==> config.mk <==
export PLATFORM = sky130hd
export DESIGN_NAME = pmem_burst_ctrl_flat
export DESIGN_NICKNAME = d
export VERILOG_FILES = /design/src/rtl/pmem_burst_ctrl_pkg.sv /design/src/rtl/pmem_burst_ctrl_if.sv /design/src/rtl/pmem_burst_ctrl.sv /design/src/flat_wrapper.sv
export SDC_FILE = /design/constraint.sdc
export NUM_CORES = 1
export LEC_CHECK = 0
export CORE_AREA = 3 3 127 129
export CTS_CLUSTER_SIZE = 14
export DETAILED_ROUTE_END_ITERATION = 12
export DIE_AREA = 0 0 130 132
export PLACE_DENSITY = 0.68
export SKIP_CTS_REPAIR_TIMING = 1
export SYNTH_ARGS = -nofsm -noshare
export SYNTH_HDL_FRONTEND = slang
export SYNTH_SLANG_ARGS = --single-unit
==> constraint.sdc <==
create_clock -name clk -period 4.7 [get_ports clk]
set_input_delay 0.705 -clock clk [delete_from_list [all_inputs] [get_ports clk]]
set_output_delay 0.705 -clock clk [all_outputs]
set_load 0.02 [all_outputs]
==> src/rtl/pmem_burst_ctrl_pkg.sv <==
// pmem_ctrl_pkg: shared types and geometry helpers for the pmem burst controller.
//   pmem_state_t : controller FSM states
//   pmem_op_t    : latched request kind
//   OFF_W / BEAT_IDX_W : line-offset and beat-index widths for the default
//                        geometry (4 x 64-bit beats per 256-bit line)
package pmem_ctrl_pkg;

    typedef enum logic [2:0] {
        IDLE,
        WAIT,
        RBURST,
        WBURST,
        DONE
    } pmem_state_t;

    typedef enum logic {
        OP_READ,
        OP_WRITE
    } pmem_op_t;

    localparam int unsigned OFF_W      = 5;
    localparam int unsigned BEAT_IDX_W = 2;

    // Byte-offset bits within one line of `beats` x `beat_w`-bit beats.
    function automatic int unsigned line_off_w(input int unsigned beats, input int unsigned beat_w);
        return $clog2(beats * beat_w / 8);
    endfunction

    // Beat counter width; BEATS must be at least 2.
    function automatic int unsigned beat_idx_w(input int unsigned beats);
        return $clog2(beats);
    endfunction

endpackage

==> src/rtl/pmem_burst_ctrl_if.sv <==
// pmem_burst_ctrl_if: the core-facing pmem_* line burst port.
//   pmem_read/pmem_write : request lines, held until the final response beat
//   pmem_address         : line byte address, stable for the whole request
//   pmem_wdata           : write beat, sampled on each response cycle of a write
//   pmem_resp            : one cycle per beat
//   pmem_rdata           : read beat while pmem_resp is high, 0 otherwise
// master = requester (cacheline adaptor), slave = memory controller.
interface pmem_burst_ctrl_if #(
    parameter int unsigned ADDR_W = 32,
    parameter int unsigned BEAT_W = 64
);
    logic              pmem_read;
    logic              pmem_write;
    logic [ADDR_W-1:0] pmem_address;
    logic [BEAT_W-1:0] pmem_wdata;
    logic              pmem_resp;
    logic [BEAT_W-1:0] pmem_rdata;

    modport master (
        output pmem_read, pmem_write, pmem_address, pmem_wdata,
        input  pmem_resp, pmem_rdata
    );

    modport slave (
        input  pmem_read, pmem_write, pmem_address, pmem_wdata,
        output pmem_resp, pmem_rdata
    );
endinterface

==> src/rtl/pmem_burst_ctrl.sv <==
// pmem_burst_ctrl: physical-memory controller behind the pmem_* burst port.
// Serves one line read or write at a time as BEATS beats after a modelled
// DRAM latency, using a single-port synchronous beat-wide SRAM (1-cycle read).
//   clk, reset_n   : clock, asynchronous active-low reset
//   pmem           : pmem_* burst port (slave side)
//   sram_en/we     : SRAM access enable / write enable
//   sram_addr      : beat address {line_addr, beat_idx}
//   sram_wdata     : SRAM write data (pmem_wdata passed straight through)
//   sram_rdata     : SRAM read data, valid one cycle after a read issue
//   busy           : controller not in IDLE
//   proto_err      : sticky protocol-violation flag, cleared only by reset
module pmem_burst_ctrl
    import pmem_ctrl_pkg::*;
#(
    parameter int unsigned ADDR_W  = 32,
    parameter int unsigned BEAT_W  = 64,
    parameter int unsigned BEATS   = 4,
    parameter int unsigned LATENCY = 8   // 1..255
) (
    input  logic              clk,
    input  logic              reset_n,
    pmem_burst_ctrl_if.slave  pmem,
    output logic              sram_en,
    output logic              sram_we,
    output logic [ADDR_W-4:0] sram_addr,
    output logic [BEAT_W-1:0] sram_wdata,
    input  logic [BEAT_W-1:0] sram_rdata,
    output logic              busy,
    output logic              proto_err
);

    localparam int unsigned LINE_OFF_W = line_off_w(BEATS, BEAT_W);
    localparam int unsigned IDX_W      = beat_idx_w(BEATS);
    localparam int unsigned LINE_W     = ADDR_W - LINE_OFF_W;
    localparam logic [IDX_W-1:0] LAST_BEAT = IDX_W'(BEATS - 1);
    localparam logic [7:0]       LAT_INIT  = 8'(LATENCY - 1);

    pmem_state_t       state, state_nxt;
    pmem_op_t          op_q;
    logic [LINE_W-1:0] line_addr;
    logic [7:0]        lat_cnt;
    logic [IDX_W-1:0]  beat_idx;
    logic [IDX_W-1:0]  addr_idx;
    logic [LINE_W-1:0] req_line;
    logic              req_any;
    logic              viol;
    logic              unused_addr_bits;

    assign req_line         = pmem.pmem_address[ADDR_W-1:LINE_OFF_W];
    assign req_any          = pmem.pmem_read | pmem.pmem_write;
    assign unused_addr_bits = ^pmem.pmem_address[LINE_OFF_W-1:0];

    assign sram_addr  = {line_addr, addr_idx};
    assign sram_wdata = pmem.pmem_wdata;
    assign pmem.pmem_rdata = (state == RBURST) ? sram_rdata : '0;

    // While a request is in flight the requester must keep exactly the latched
    // op asserted at the latched line; DONE deliberately tolerates anything.
    always_comb begin
        viol = 1'b0;
        case (state)
            IDLE:   viol = pmem.pmem_read & pmem.pmem_write;
            WAIT, RBURST, WBURST: begin
                if (op_q == OP_READ) viol = ~pmem.pmem_read | pmem.pmem_write;
                else                 viol = ~pmem.pmem_write | pmem.pmem_read;
                if (req_line != line_addr) viol = 1'b1;
            end
            default: viol = 1'b0;
        endcase
    end

    always_comb begin
        state_nxt      = state;
        pmem.pmem_resp = 1'b0;
        sram_en        = 1'b0;
        sram_we        = 1'b0;
        addr_idx       = beat_idx;
        busy           = (state != IDLE);
        case (state)
            IDLE: if (req_any) state_nxt = WAIT;
            WAIT: begin
                if (lat_cnt == '0) begin
                    if (op_q == OP_READ) begin
                        sram_en   = 1'b1;        // beat 0 read, data lands in first RBURST cycle
                        state_nxt = RBURST;
                    end else begin
                        state_nxt = WBURST;
                    end
                end
            end
            RBURST: begin
                pmem.pmem_resp = 1'b1;
                if (beat_idx != LAST_BEAT) begin
                    sram_en  = 1'b1;             // prefetch next beat
                    addr_idx = beat_idx + IDX_W'(1);
                end else begin
                    state_nxt = DONE;
                end
            end
            WBURST: begin
                pmem.pmem_resp = 1'b1;
                sram_en        = 1'b1;
                sram_we        = 1'b1;
                if (beat_idx == LAST_BEAT) state_nxt = DONE;
            end
            DONE:    state_nxt = IDLE;
            default: state_nxt = IDLE;
        endcase
    end

    always_ff @(posedge clk or negedge reset_n) begin
        if (!reset_n) begin
            state     <= IDLE;
            op_q      <= OP_READ;
            line_addr <= '0;
            lat_cnt   <= '0;
            beat_idx  <= '0;
            proto_err <= 1'b0;
        end else begin
            state <= state_nxt;
            if (viol) proto_err <= 1'b1;
            case (state)
                IDLE: begin
                    if (req_any) begin
                        line_addr <= req_line;
                        op_q      <= pmem.pmem_read ? OP_READ : OP_WRITE;
                        lat_cnt   <= LAT_INIT;
                        beat_idx  <= '0;
                    end
                end
                WAIT: if (lat_cnt != '0) lat_cnt <= lat_cnt - 8'd1;
                RBURST, WBURST: beat_idx <= (beat_idx == LAST_BEAT) ? '0 : beat_idx + IDX_W'(1);
                default: ;
            endcase
        end
    end

endmodule

==> src/flat_wrapper.sv <==
// flat-port wrapper written by rule: the top's interface ports become plain ports
module pmem_burst_ctrl_flat import pmem_ctrl_pkg::*;
#(
    parameter int unsigned ADDR_W  = 32,
    parameter int unsigned BEAT_W  = 64,
    parameter int unsigned BEATS   = 4,
    parameter int unsigned LATENCY = 8            
)
  (clk, reset_n, sram_en, sram_we, sram_addr, sram_wdata, sram_rdata, busy, proto_err, pmem_pmem_read, pmem_pmem_write, pmem_pmem_address, pmem_pmem_wdata, pmem_pmem_resp, pmem_pmem_rdata);
  pmem_burst_ctrl_if #(.ADDR_W(ADDR_W), .BEAT_W(BEAT_W)) pmem_i ();
  input  logic clk;
  input  logic reset_n;
  output logic sram_en;
  output logic sram_we;
  output logic [ADDR_W-4:0] sram_addr;
  output logic [BEAT_W-1:0] sram_wdata;
  input  logic [BEAT_W-1:0] sram_rdata;
  output logic busy;
  output logic proto_err;
  input wire logic [$bits(pmem_i.pmem_read)-1:0] pmem_pmem_read;
  input wire logic [$bits(pmem_i.pmem_write)-1:0] pmem_pmem_write;
  input wire logic [$bits(pmem_i.pmem_address)-1:0] pmem_pmem_address;
  input wire logic [$bits(pmem_i.pmem_wdata)-1:0] pmem_pmem_wdata;
  output wire logic [$bits(pmem_i.pmem_resp)-1:0] pmem_pmem_resp;
  output wire logic [$bits(pmem_i.pmem_rdata)-1:0] pmem_pmem_rdata;
  assign pmem_i.pmem_read = pmem_pmem_read;
  assign pmem_i.pmem_write = pmem_pmem_write;
  assign pmem_i.pmem_address = pmem_pmem_address;
  assign pmem_i.pmem_wdata = pmem_pmem_wdata;
  assign pmem_pmem_resp = pmem_i.pmem_resp;
  assign pmem_pmem_rdata = pmem_i.pmem_rdata;
  pmem_burst_ctrl #(.ADDR_W(ADDR_W), .BEAT_W(BEAT_W), .BEATS(BEATS), .LATENCY(LATENCY)) u_core (.clk(clk), .reset_n(reset_n), .pmem(pmem_i), .sram_en(sram_en), .sram_we(sram_we), .sram_addr(sram_addr), .sram_wdata(sram_wdata), .sram_rdata(sram_rdata), .busy(busy), .proto_err(proto_err));
endmodule
# After elaboration in Yosys (flattened, before gate mapping)
# Index checks and enable logic that the tools add are counted.
classes:
  bitwise: 6
  reduce_logical: 12
  addsub: 2
  n_mux: 25
  eq_ne: 11
op_table:
  columns: ["operator", "count"]
  rows:
  - ["$mux 64", 1]
  - ["$ne 27x27->1", 1]
  - ["$mux 8", 2]
  - ["$pmux 8 s2", 1]
  - ["$mux 3", 4]
  - ["$pmux 3 s4", 1]
  - ["$mux 1", 9]
  - ["$logic_not 8->1", 1]
  - ["$mux 2", 4]
  - ["$ne 2x1->1 const B", 4]
  - ["$reduce_bool 8->1", 1]
  - ["$sub 8x1->8 const B", 1]
  - ["$eq 3x2->1 const B", 2]
  - ["$ne 2x2->1 const B", 2]
  - ["$pmux 2 s2", 1]
  - ["$reduce_and 2->1", 2]
  - ["$reduce_and 4->1", 1]
  - ["$reduce_bool 2->1", 2]
  - ["$eq 3x1->1 const B", 1]
  - ["$logic_not 3->1", 1]
  - ["$or 1x1->1", 3]
  - ["$pmux 1 s3", 1]
  - ["$reduce_and 3->1", 1]
  - ["$reduce_bool 3->1", 1]
  - ["7 further kinds", 8]
word_totals:
  elab_cells: 62
  regBits: 42
  output_inout_bits: 162

# Logic depth before layout (Yosys ltp)
# Gate-level depths: netlist of the first run.
logic_depth:
  word_depth: 5
  mapped_depth: 8

# Worst setup path before layout of the first run
# OpenSTA, ideal clock, no wires.
synth_path:
  path_kind: "reg-to-output"
  startpoint: "register u_core.lat_cnt[4]"
  endpoint: "output port sram_en"
  path_stages_with_launch: 7
  slack_ns: 2.197
  t_arrival_ns: 1.798
  n_path_buf: 1
  path_cell_list: "dfrtp_1 or3_4 or4_1 buf_2 nor2_1 a21oi_1 nor2_1"
synth_via:
  elab_chain_cells: 3
synth_rtl:
  columns: ["element", "line", "text"]
  rows:
  - ["start: declaration", "pmem_burst_ctrl.sv:41", "logic [7:0] lat_cnt;"]
  - ["start signal: assignment", "pmem_burst_ctrl.sv:131", "WAIT: if (lat_cnt != '0) lat_cnt <= lat_cnt - 8'd1;"]
  - ["$logic_not 8->1", "pmem_burst_ctrl.sv:82", "if (lat_cnt == '0) begin"]
  - ["$mux 1", "pmem_burst_ctrl.sv:82", null]
  - ["$pmux 1 s3", "pmem_burst_ctrl.sv:79", "case (state)"]
  - ["end: declaration", "flat_wrapper.sv:13", "output logic sram_en;"]
# Every way passes these cells.

# Final worst setup path of the first run
# Ends and elaborated chain as after synthesis.

==> summary.md, run 1 <==
| Metric | Value |
|---|---|
| Status | `complete, no violations` |
| Setup violators final | `0` |
| Cell types with the largest area share after synthesis | `dfrtp_1 34%, buf_4 16%, and2_1 13%` |
| Clock root cell | `clkbuf_16` |
| Die outline area | `0.0172 sq mm` |
| Number of detailed-route iterations in the first pass | `4` |
| Max_slew headroom | `35.4%` |
| Site Rows | `45` |
| Cell with the most instances after synthesis | `nand2_1` |
| WP data arrival | `2.69 ns` |
| Starting density of the core | `20.4%` |
| Global placer's final weighted congestion | `0.693` |
| Area overhead of the layout relative to synthesis | `58.5%` |
| Origin of the worst min-delay path | `u_core.proto_err$_DFFE_PN0P_` |
| Die height | `132 um` |
| Count of endpoints failing hold in the final timing report | `0` |
| First-pass GRT wire length | `15.2 mm` |
| Yosys warnings | `0` |
| Category of the most critical setup path | `reg2out` |
| Routed length per placed instance | `14.6 um` |
| Unrepaired setup endpoints after global routing | `no` |
| Total clock sinks | `42` |
| Seq/Total Area, Yosys | `34.0%` |
| Post-detailed-route via-to-cell ratio | `3.97` |
| Hold Crit Class | `reg2reg` |
| Via count | `2747` |
| Final layout net count | `672` |
| Post-synthesis instance area | `0.00309 sq mm` |
| Number of distinct library cell variants in the gate-level netlist after synthesis | `36` |
| Launching point of the worst reg2reg path | `u_core.lat_cnt[4]$_DFFE_PN0P_` |
| Final critical-path share of the clock period | `72.2%` |
| Clock latency at the later pin of the worst-skew pair | `0.28 ns` |
| Worst endpoint required time | `3.99 ns` |
| Area of placed instances | `0.00473 sq mm` |
| Core region area | `0.0151 sq mm` |
| Total overflow reported by the global router | `0` |
| Post-layout min period | `3.39 ns` |
| Deepest level of the CTS H-tree | `2` |
| Total global routing track utilization | `11.1%` |
| Count of input and output buffers | `192` |
| Final std cell area, no fill | `0.00489 sq mm` |
| Post-synth top cells | `84 x nand2_1, 66 x and2_1, 64 x buf_4` |
| Leading area contributor after synthesis | `dfrtp_1` |
| Transition time at the pin with the least slew margin | `0.969 ns` |
| Cts bufs inserted | `5` |
| Number of synthesized flops with an enable pin | `0` |
| Synthesized netlist cell count | `381` |
| Number of antenna violations at the first check in global routing | `0` |
| Number of max-slew violations in the final report | `0` |
| Total wire length | `10.1 mm` |
| Clock tree from TritonCTS | `yes` |
| Placed cells | `684` |
| Non-filler instance count after layout | `692` |
| Largest clock skew in the final design | `0.00645 ns` |
| Share of cells above drive strength 1 | `3.97%` |
| Total of max-cap violations | `0` |
| Total Negative Setup Slacks | `0 ns` |
| Number of global-route vias before repair | `2811` |
| Top flip-flop cell by instance count after synthesis | `dfrtp_1` |
| Pin count of the biggest net entering global routing | `52` |
| Maximum resistive drop on vdd | `368 uV` |
| Count of state elements after synthesis | `42` |
| DRC Markers | `0` |
| Initial DRC count | `91` |
| Number of filler instances in the final layout | `1562` |
| Syn Nets | `550` |
| Leakage power total | `2.06 nW` |
| Endpoint kind of the worst setup timing path | `output port` |
| Total power divided by cell area | `488 mW/mm^2` |
| Total half-perimeter wirelength after legalization and detailed placement | `8.23 mm` |
| Syn_area_per_cell | `8.10 sq um` |
| Kind of start point of the critical path | `flop` |
| Critical path origin | `u_core.lat_cnt[4]$_DFFE_PN0P_` |
| Fraction of registers with async set or reset after synthesis | `100%` |
| Count of antenna diodes in the layout | `0` |
| Number of ports placed on the die boundary | `326` |
| CTS clk-pin slew, worst paths | `0.06 ns` |
| Fmax | `295 MHz` |
| Horiz. Die Dim | `130 um` |
| Maximum root-to-sink buffer count | `2` |
| Area share of the largest cell type after synthesis | `34.0%` |
| Number of routed nets with antenna violations | `0` |
| Largest fanout on the critical path | `9` |
## stage by stage
step | worst slack [ns] | hold slack (ns) | utilization (%) | total power [mW]
6_report | 1.31 | 0.476 | 32.3 | 2.39
5_1_grt | 1.12 | 0.518 | 32.3 | 2.58
4_1_cts | 1.27 | 0.487 | 32.3 | 2.43
3_5_place_dp | 1.58 | 0.473 | 31.2 | 2.03
3_3_place_gp | 1.56 | 0.465 | 31.2 | 2.01
2_1_floorplan | 2.20 | 0.409 | - | 1.48
## final timing paths
kind / cells after the start / slack (ns) / endpoint
worst min-delay path: 2 / 0.48 / u_core.proto_err$_DFFE_PN0P_
worst max-delay path: 6 / 1.31 / sram_en
min in group asynchronous: 1 / 0.58 / u_core.line_addr[22]$_DFFE_PN0P_
worst min register to register: 2 / 0.48 / u_core.proto_err$_DFFE_PN0P_
max in group asynchronous: 1 / 3.52 / u_core.state[2]$_DFFE_PN0P_
worst max register to register: 5 / 2.69 / u_core.lat_cnt[1]$_DFFE_PN0P_
## area by class of cell
type                    instances  area, sq um  area share, %
well taps                     188          235           4.81
inverters                       6         22.5          0.460
flip-flops and latches         42         1050           21.5
repair buffers                195         1940           39.6
multi-input cells             253         1480           30.3
clock inverters                 1         30.0          0.614
clock buffers                   7          133           2.71
## power by group
part	internal (mW)	switching (mW)
logic	0.634	0.676
clock network	0.251	0.133
registers	0.526	0.165
## critical path, stage by stage, from the launching register on
cell             delay, ns
dfrtp_1               0.39
or3_4                 0.41
or4_1                 0.65
nor2_1                0.14
a21oi_1               0.05
nor2_1                0.13
clkdlybuf4s50_1       0.64
## state kept, by name, summed over array words and instances, names as in the netlist
name and cells:
u_core.state 3, u_core.lat_cnt 8, u_core.line_addr 27, u_core.op_q 1, u_core.proto_err 1, u_core.beat_idx 2
## per-layer routing
| metal | share of wire, % | track usage [%] | vias up |
|---|---|---|---|
| met5 | 0 | 2.06 | - |
| met3 | 14 | 6.20 | 22 |
| met4 | 1.6 | 2.83 | 0 |
| li1 | - | - | 1380 |
| met1 | 38 | 12.1 | 1204 |
| met2 | 46 | 18.3 | 141 |
## logic make-up (layout without fill, tap and decap cells)
group	Yosys count	after routing	synth area share, %
simple gates	197	197	32.1
buf+inv	86	209	18.4
flops	42	42	34.0
xor+xnor	31	31	8.80
compound gates	18	18	3.97
fa+ha+maj	5	5	2.03
mux	2	2	0.689
## layout by cell type, fill, tap and decap left out, types with 3 or more instances in the layout
cell type,netlist,final
inv_1,6,6
buf_4,64,3
nor2_1,17,15
ha_1,5,5
and2_1,66,66
nor3_1,3,3
clkdlybuf4s50_1,0,191
a21oi_1,5,5
xnor2_1,13,13
dfrtp_1,42,42
nand2b_1,3,3
nand2_1,84,84
nand4_1,5,5
clkbuf_16,0,5
xor2_1,18,18
nor4_1,6,6
nand3_1,3,3
o31ai_1,3,3
No activity file was read; power rests on OpenSTA's default activity.
==> inputs of run 2 (changes only) <==
Settings changed: CORE_AREA 3 3 127 129 to 3 3 124 126, DIE_AREA 0 0 130 132 to 0 0 127 129, PLACE_DENSITY 0.68 to 0.7.
Clock period 4.7 ns to 3.15 ns, I/O delays scaled along.
==> run 2 against run 1 <==
Against the previous run: final area increased by 0.54%; critical path depth down 1; setup slack lost 1.0 ns; power increased by 50%; register-to-register slack worse by 1.6 ns; non-clock buffer count is 2 higher; clock skew is 0.0039 ns lower; via count up 4.5%; global-route usage increased by 2.2 points; wire length rose by 18%; sequential power rose by 48%; clock power increased by 36%.
==> summary.md, run 2 (synthesis results as in run 1) <==
| Metric | Value |
|---|---|
| Hold Crit Class | `in2async` |
| Leakage power total | `2.08 nW` |
| Maximum resistive drop on vdd | `408 uV` |
| Seq pwr share | `28.6%` |
| Maximum root-to-sink buffer count | `2` |
| Routed length per placed instance | `17.3 um` |
| Pint | `2.07 mW` |
| Flip-flop count of the largest register, all copies and words added | `27` |
| Largest clock skew in the final design | `0.00257 ns` |
| Max_slew headroom | `36.7%` |
| First-pass GRT wire length | `17.0 mm` |
| Post-detailed-route via-to-cell ratio | `4.16` |
| Global placer's final weighted congestion | `0.754` |
| Crit path max-delay cell type | `clkdlybuf4s50_1` |
| Total wire length | `12.0 mm` |
| Worst endpoint required time | `2.68 ns` |
| Setup violators final | `0` |
| Die height | `129 um` |
| Site Rows | `44` |
| Peak per-stage delay on the critical path | `0.66 ns` |
| Registers with the highest flip-flop counts | `u_core.line_addr x27, u_core.lat_cnt x8, u_core.state x3` |
| Final worst-path setup slack | `0.305 ns` |
| WP data arrival | `2.37 ns` |
| Ordered list of cells on the worst path | `nand2b_1 -> nor2_4 -> buf_12 -> and2_1 -> clkdlybuf4s50_1` |
| Area overhead of the layout relative to synthesis | `59.3%` |
| Register name with the most flops | `u_core.line_addr` |
| Cts bufs inserted | `5` |
| Die outline area | `0.0164 sq mm` |
| Starting density of the core | `21.4%` |
| Comb power frac | `56.8%` |
| Status | `complete, no violations` |
| Transition time at the pin with the least slew margin | `0.950 ns` |
| Number of routed nets with antenna violations | `0` |
| Total overflow reported by the global router | `0` |
| Switching power of the nets | `1.51 mW` |
| Total of max-cap violations | `0` |
| Initial DRC count | `104` |
| Fmax | `352 MHz` |
| Worst slack at placement | `0.391 ns` |
| Share of total power in the clock network | `14.6%` |
| Number of detailed-route iterations in the first pass | `6` |
| WHS | `0.341 ns` |
| Total global routing track utilization | `13.3%` |
| Most common cell after layout, fill and taps aside | `clkdlybuf4s50_1` |
| Number of filler instances in the final layout | `1492` |
| Horiz. Die Dim | `127 um` |
| Deepest level of the CTS H-tree | `2` |
| CTS clk-pin slew, worst paths | `0.06 ns` |
| Total power divided by cell area | `728 mW/mm^2` |
| Post-layout min period | `2.84 ns` |
| Clock root cell | `clkbuf_16` |
| Core region area | `0.0144 sq mm` |
| Largest fanout on the critical path | `56` |
| Total Negative Setup Slacks | `0 ns` |
| Number of global-route vias before repair | `2869` |
| Final layout net count | `674` |
| Commonest cells after routing, fill and taps aside | `190 x clkdlybuf4s50_1, 84 x nand2_1, 66 x and2_1` |
| Number of antenna violations at the first check in global routing | `0` |
| Number of max-slew violations in the final report | `0` |
| Total clock sinks | `42` |
| Share of cells above drive strength 1 | `4.74%` |
| Total half-perimeter wirelength after legalization and detailed placement | `10.1 mm` |
| Endpoint kind of the worst setup timing path | `output port` |
| Final critical-path share of the clock period | `90.3%` |
| Worst Path Buf+Inv | `2` |
| Kind of start point of the critical path | `flop` |
| Count of antenna diodes in the layout | `0` |
| Via count | `2871` |
| Number of ports placed on the die boundary | `326` |
| Sw Share | `42.1%` |
| Unrepaired setup endpoints after global routing | `no` |
| Clock tree from TritonCTS | `yes` |
| Delay-heaviest family, CP | `buffers and inverters` |
| Count of endpoints failing hold in the final timing report | `0` |
| Category of the most critical setup path | `reg2out` |
| Pin count of the biggest net entering global routing | `57` |
| Clock latency at the later pin of the worst-skew pair | `0.28 ns` |
| Count of input and output buffers | `192` |
| DRC Markers | `0` |
run 2: cell types whose count changed in the layout (fill, tap and decap cells not counted), sizes merged:
cell,before,now
buf,4,6
bufinv,1,0
clkbuf,7,6
clkdlybuf4s50,191,190
clkinv,0,1
clkinvlp,0,1
dlymetal6s2s,0,1
run 2: per-stage QoR:
stage | power [mW] | cells | area (sq um) | utilization [%]
final | 3.58 | 690 | 4920 | 34.1
after global routing | 3.83 | 690 | 4920 | 34.1
after CTS | 3.63 | 690 | 4920 | 34.1
after detailed placement | 3.08 | 682 | 4760 | 33.0
after global placement | 3.03 | 682 | 4760 | 33.0
after floorplan | 2.22 | 381 | 3090 | -
run 2: area by class of cell:
cell class | instances | area [sq um] | area share, %
clock buffers | 6 | 139 | 2.82
clock inverters | 2 | 12.5 | 0.254
inverters | 6 | 22.5 | 0.458
multi-input cells | 253 | 1480 | 30.1
flip-flops and latches | 42 | 1050 | 21.4
well taps | 184 | 230 | 4.68
repair buffers | 197 | 1980 | 40.3
run 2: final timing paths:
| path | cells past startpoint | end | start | slack, ns |
|---|---|---|---|---|
| setup / recovery | 5 | pmem_pmem_rdata[36] | u_core.state[2]$_DFFE_PN0P_ | 0.31 |
| hold / removal | 1 | u_core.line_addr[26]$_DFFE_PN0P_ | reset_n | 0.34 |
| setup reg to reg | 6 | u_core.beat_idx[1]$_DFFE_PN0P_ | u_core.state[0]$_DFFE_PN0P_ | 1.06 |
| hold reg to reg | 2 | u_core.proto_err$_DFFE_PN0P_ | u_core.proto_err$_DFFE_PN0P_ | 0.50 |
| max in group asynchronous | 1 | u_core.op_q$_DFFE_PN0P_ | reset_n | 2.22 |
| min in group clk | 2 | u_core.proto_err$_DFFE_PN0P_ | u_core.proto_err$_DFFE_PN0P_ | 0.50 |
run 2: power groups by stage:
stage / logic [mW] / clock network, mW / registers, mW
2_1_floorplan: 1.03 / 0 / 1.18
3_3_place_gp: 2.01 / 0 / 1.02
3_5_place_dp: 2.06 / 0 / 1.03
4_1_cts: 2.07 / 0.538 / 1.02
5_1_grt: 2.21 / 0.553 / 1.06
6_report: 2.03 / 0.524 / 1.02
run 2: layer usage:
layer  vias up  routed length, um  track usage (%)
met5         -                  0                0
met4         0                342             4.92
met3        22               1780             8.59
met2       132               5610             20.4
met1      1337               4220             14.8
li1       1380                  -                -
==> inputs of run 3 (changes only) <==
Settings changed: REMOVE_ABC_BUFFERS from default to 1.
==> run 3 against run 2 <==
Against the previous run: global-route usage increased by 5.1 points; first-iteration DRC count shrank 44%; via count increased by 5.9%; hold slack improved by 0.0035 ns; combinational power fell by 2%.
==> summary.md, run 3 (synthesis results as in run 1) <==
| Metric | Value |
|---|---|
| Registers with the highest flip-flop counts | `u_core.line_addr x27, u_core.lat_cnt x8, u_core.state x3` |
| Delay-heaviest family, CP | `simple AND/OR/NAND/NOR gates` |
| Number of global-route vias before repair | `3047` |
| Initial DRC count | `58` |
| Site Rows | `44` |
| Maximum resistive drop on vdd | `357 uV` |
| Flip-flop count of the largest register, all copies and words added | `27` |
| Number of max-slew violations in the final report | `0` |
| Total Negative Setup Slacks | `0 ns` |
| Stages on worst setup path | `6` |
| Fmax | `332 MHz` |
| Maximum root-to-sink buffer count | `2` |
| Register name with the most flops | `u_core.line_addr` |
| Capture instance of the worst register-to-register path | `u_core.lat_cnt[1]$_DFFE_PN0P_` |
| Most common cell after layout, fill and taps aside | `clkdlybuf4s50_1` |
| Launching point of the worst reg2reg path | `u_core.lat_cnt[4]$_DFFE_PN0P_` |
| Unrepaired setup endpoints after global routing | `no` |
| Switching power of the nets | `1.49 mW` |
| Count of antenna diodes in the layout | `0` |
| Final layout net count | `674` |
| Comb power frac | `56.5%` |
| Core region area | `0.0144 sq mm` |
| Total power | `3.51 mW` |
| Crit path max-delay cell type | `clkdlybuf4s50_1` |
| Sw Share | `42.3%` |
| Status | `complete, no violations` |
| Worst slack at placement | `0.420 ns` |
| Total of max-cap violations | `0` |
| Transition time at the pin with the least slew margin | `0.957 ns` |
| Total global routing track utilization | `18.4%` |
| Worst Reg-to-Reg Cells | `6` |
| Reg-to-reg setup timing slack | `1.16 ns` |
| Endpoint kind of the worst setup timing path | `output port` |
| Horiz. Die Dim | `127 um` |
| Hold Crit Class | `in2async` |
| Largest fanout on the critical path | `5` |
| Peak per-stage delay on the critical path | `0.64 ns` |
| Final critical-path share of the clock period | `95.7%` |
| Share of cells above drive strength 1 | `4.55%` |
| Seq pwr share | `29.6%` |
| Kind of start point of the critical path | `flop` |
| Multi-input gate area | `0.00148 sq mm` |
| Die outline area | `0.0164 sq mm` |
| Ordered list of cells on the worst path | `or3_4 -> or4_1 -> nor2_1 -> a21oi_1 -> nor2_1 -> clkdlybuf4s50_1` |
| Number of routed nets with antenna violations | `0` |
| Total half-perimeter wirelength after legalization and detailed placement | `13.9 mm` |
| Starting density of the core | `21.4%` |
| Worst Path Buf+Inv | `1` |
| Deepest level of the CTS H-tree | `2` |
| Number of filler instances in the final layout | `1492` |
| Setup violators final | `0` |
| Post-detailed-route via-to-cell ratio | `4.41` |
| Number of antenna violations at the first check in global routing | `1` |
| Share of total power in the clock network | `13.9%` |
| Total power divided by cell area | `720 mW/mm^2` |
| Clock root cell | `clkbuf_16` |
| Post-layout min period | `3.02 ns` |
| Largest clock skew in the final design | `0.00360 ns` |
| CTS clk-pin slew, worst paths | `0.06 ns` |
| Number of detailed-route iterations in the first pass | `4` |
| Leakage power total | `2.06 nW` |
| Global placer's final weighted congestion | `0.759` |
| Count of endpoints failing hold in the final timing report | `0` |
| Category of the most critical setup path | `reg2out` |
| Pin count of the biggest net entering global routing | `66` |
| Via count | `3039` |
| Clock tree from TritonCTS | `yes` |
| DRC Markers | `0` |
| Final worst-path setup slack | `0.134 ns` |
| Number of ports placed on the die boundary | `326` |
| Cts bufs inserted | `5` |
| WP data arrival | `2.54 ns` |
| Register cell area after layout | `0.00105 sq mm` |
| Routed length per placed instance | `23.2 um` |
| Pint | `2.03 mW` |
| Max_slew headroom | `36.2%` |
| Commonest cells after routing, fill and taps aside | `191 x clkdlybuf4s50_1, 84 x nand2_1, 66 x and2_1` |
| First-pass GRT wire length | `21.6 mm` |
| Die height | `129 um` |
| Cell occurring most often along the worst timing path | `nor2_1` |
| Area overhead of the layout relative to synthesis | `57.9%` |
| Count of input and output buffers | `192` |
| Clock latency at the later pin of the worst-skew pair | `0.28 ns` |
| Total wire length | `16.0 mm` |
| Total clock sinks | `42` |
| Worst endpoint required time | `2.68 ns` |
| Total overflow reported by the global router | `0` |
run 3: changes by cell type in the layout (fill, tap and decap cells not counted):
cell,before,now
buf_12,2,0
buf_4,3,5
clkbuf_8,1,0
clkdlybuf4s50_1,190,191
clkinv_2,1,2
clkinvlp_4,1,0
dlymetal6s2s_1,1,0
run 3: cell type report:
class / count / share of cell area (%)
Timing Repair Buffer: 197 / 40.1
Clock inverter: 2 / 0.205
Clock buffer: 5 / 2.57
Multi-Input combinational cell: 253 / 30.4
Inverter: 6 / 0.462
Sequential cell: 42 / 21.6
Tap cell: 184 / 4.72
run 3: worst max path at each step:
stage	from	end	slack (ns)
global placement	u_core.lat_cnt[4]$_DFFE_PN0P_	sram_en	0.42
floorplan	u_core.state[2]$_DFFE_PN0P_	sram_addr[0]	0.13
finish	u_core.lat_cnt[4]$_DFFE_PN0P_	sram_en	0.13
detailed placement	u_core.lat_cnt[3]$_DFFE_PN0P_	sram_en	0.42
CTS	u_core.lat_cnt[3]$_DFFE_PN0P_	sram_en	0.11
global route	u_core.lat_cnt[3]$_DFFE_PN0P_	sram_en	0.03
run 3: metrics by stage:
step / utilization (%) / cell area (sq um) / std cells / hold slack [ns]
after floorplan: - / 2540 / 301 / 0.177
after global placement: 32.9 / 4740 / 682 / 0.460
after detailed placement: 32.9 / 4740 / 682 / 0.461
after CTS: 33.8 / 4870 / 689 / 0.393
after global routing: 33.8 / 4870 / 689 / 0.435
final: 33.8 / 4870 / 689 / 0.344
run 3: worst register-to-register path, delay by kind of cell (launching register included):
family / cells / cell delay [ns]
simple gates: 4 / 1.22
compound gates: 1 / 0.05
flops: 1 / 0.39
buf+inv: 1 / 0.19
run 3: per-layer routing:
layer	vias up	track usage [%]	share of wire (%)
met4	4	3.91	1.9
met3	14	15.2	18
met5	-	6.47	0.49
met2	268	30.0	46
li1	1380	-	-
met1	1373	17.9	33
run 3: power by group through the flow:
stage / logic [mW] / registers [mW] / clock network (mW)
after floorplan: 0.867 / 1.20 / 0
after global placement: 1.97 / 1.03 / 0
after detailed placement: 2.01 / 1.05 / 0
after CTS: 2.02 / 1.04 / 0.502
after global routing: 2.16 / 1.08 / 0.530
final: 1.99 / 1.04 / 0.487
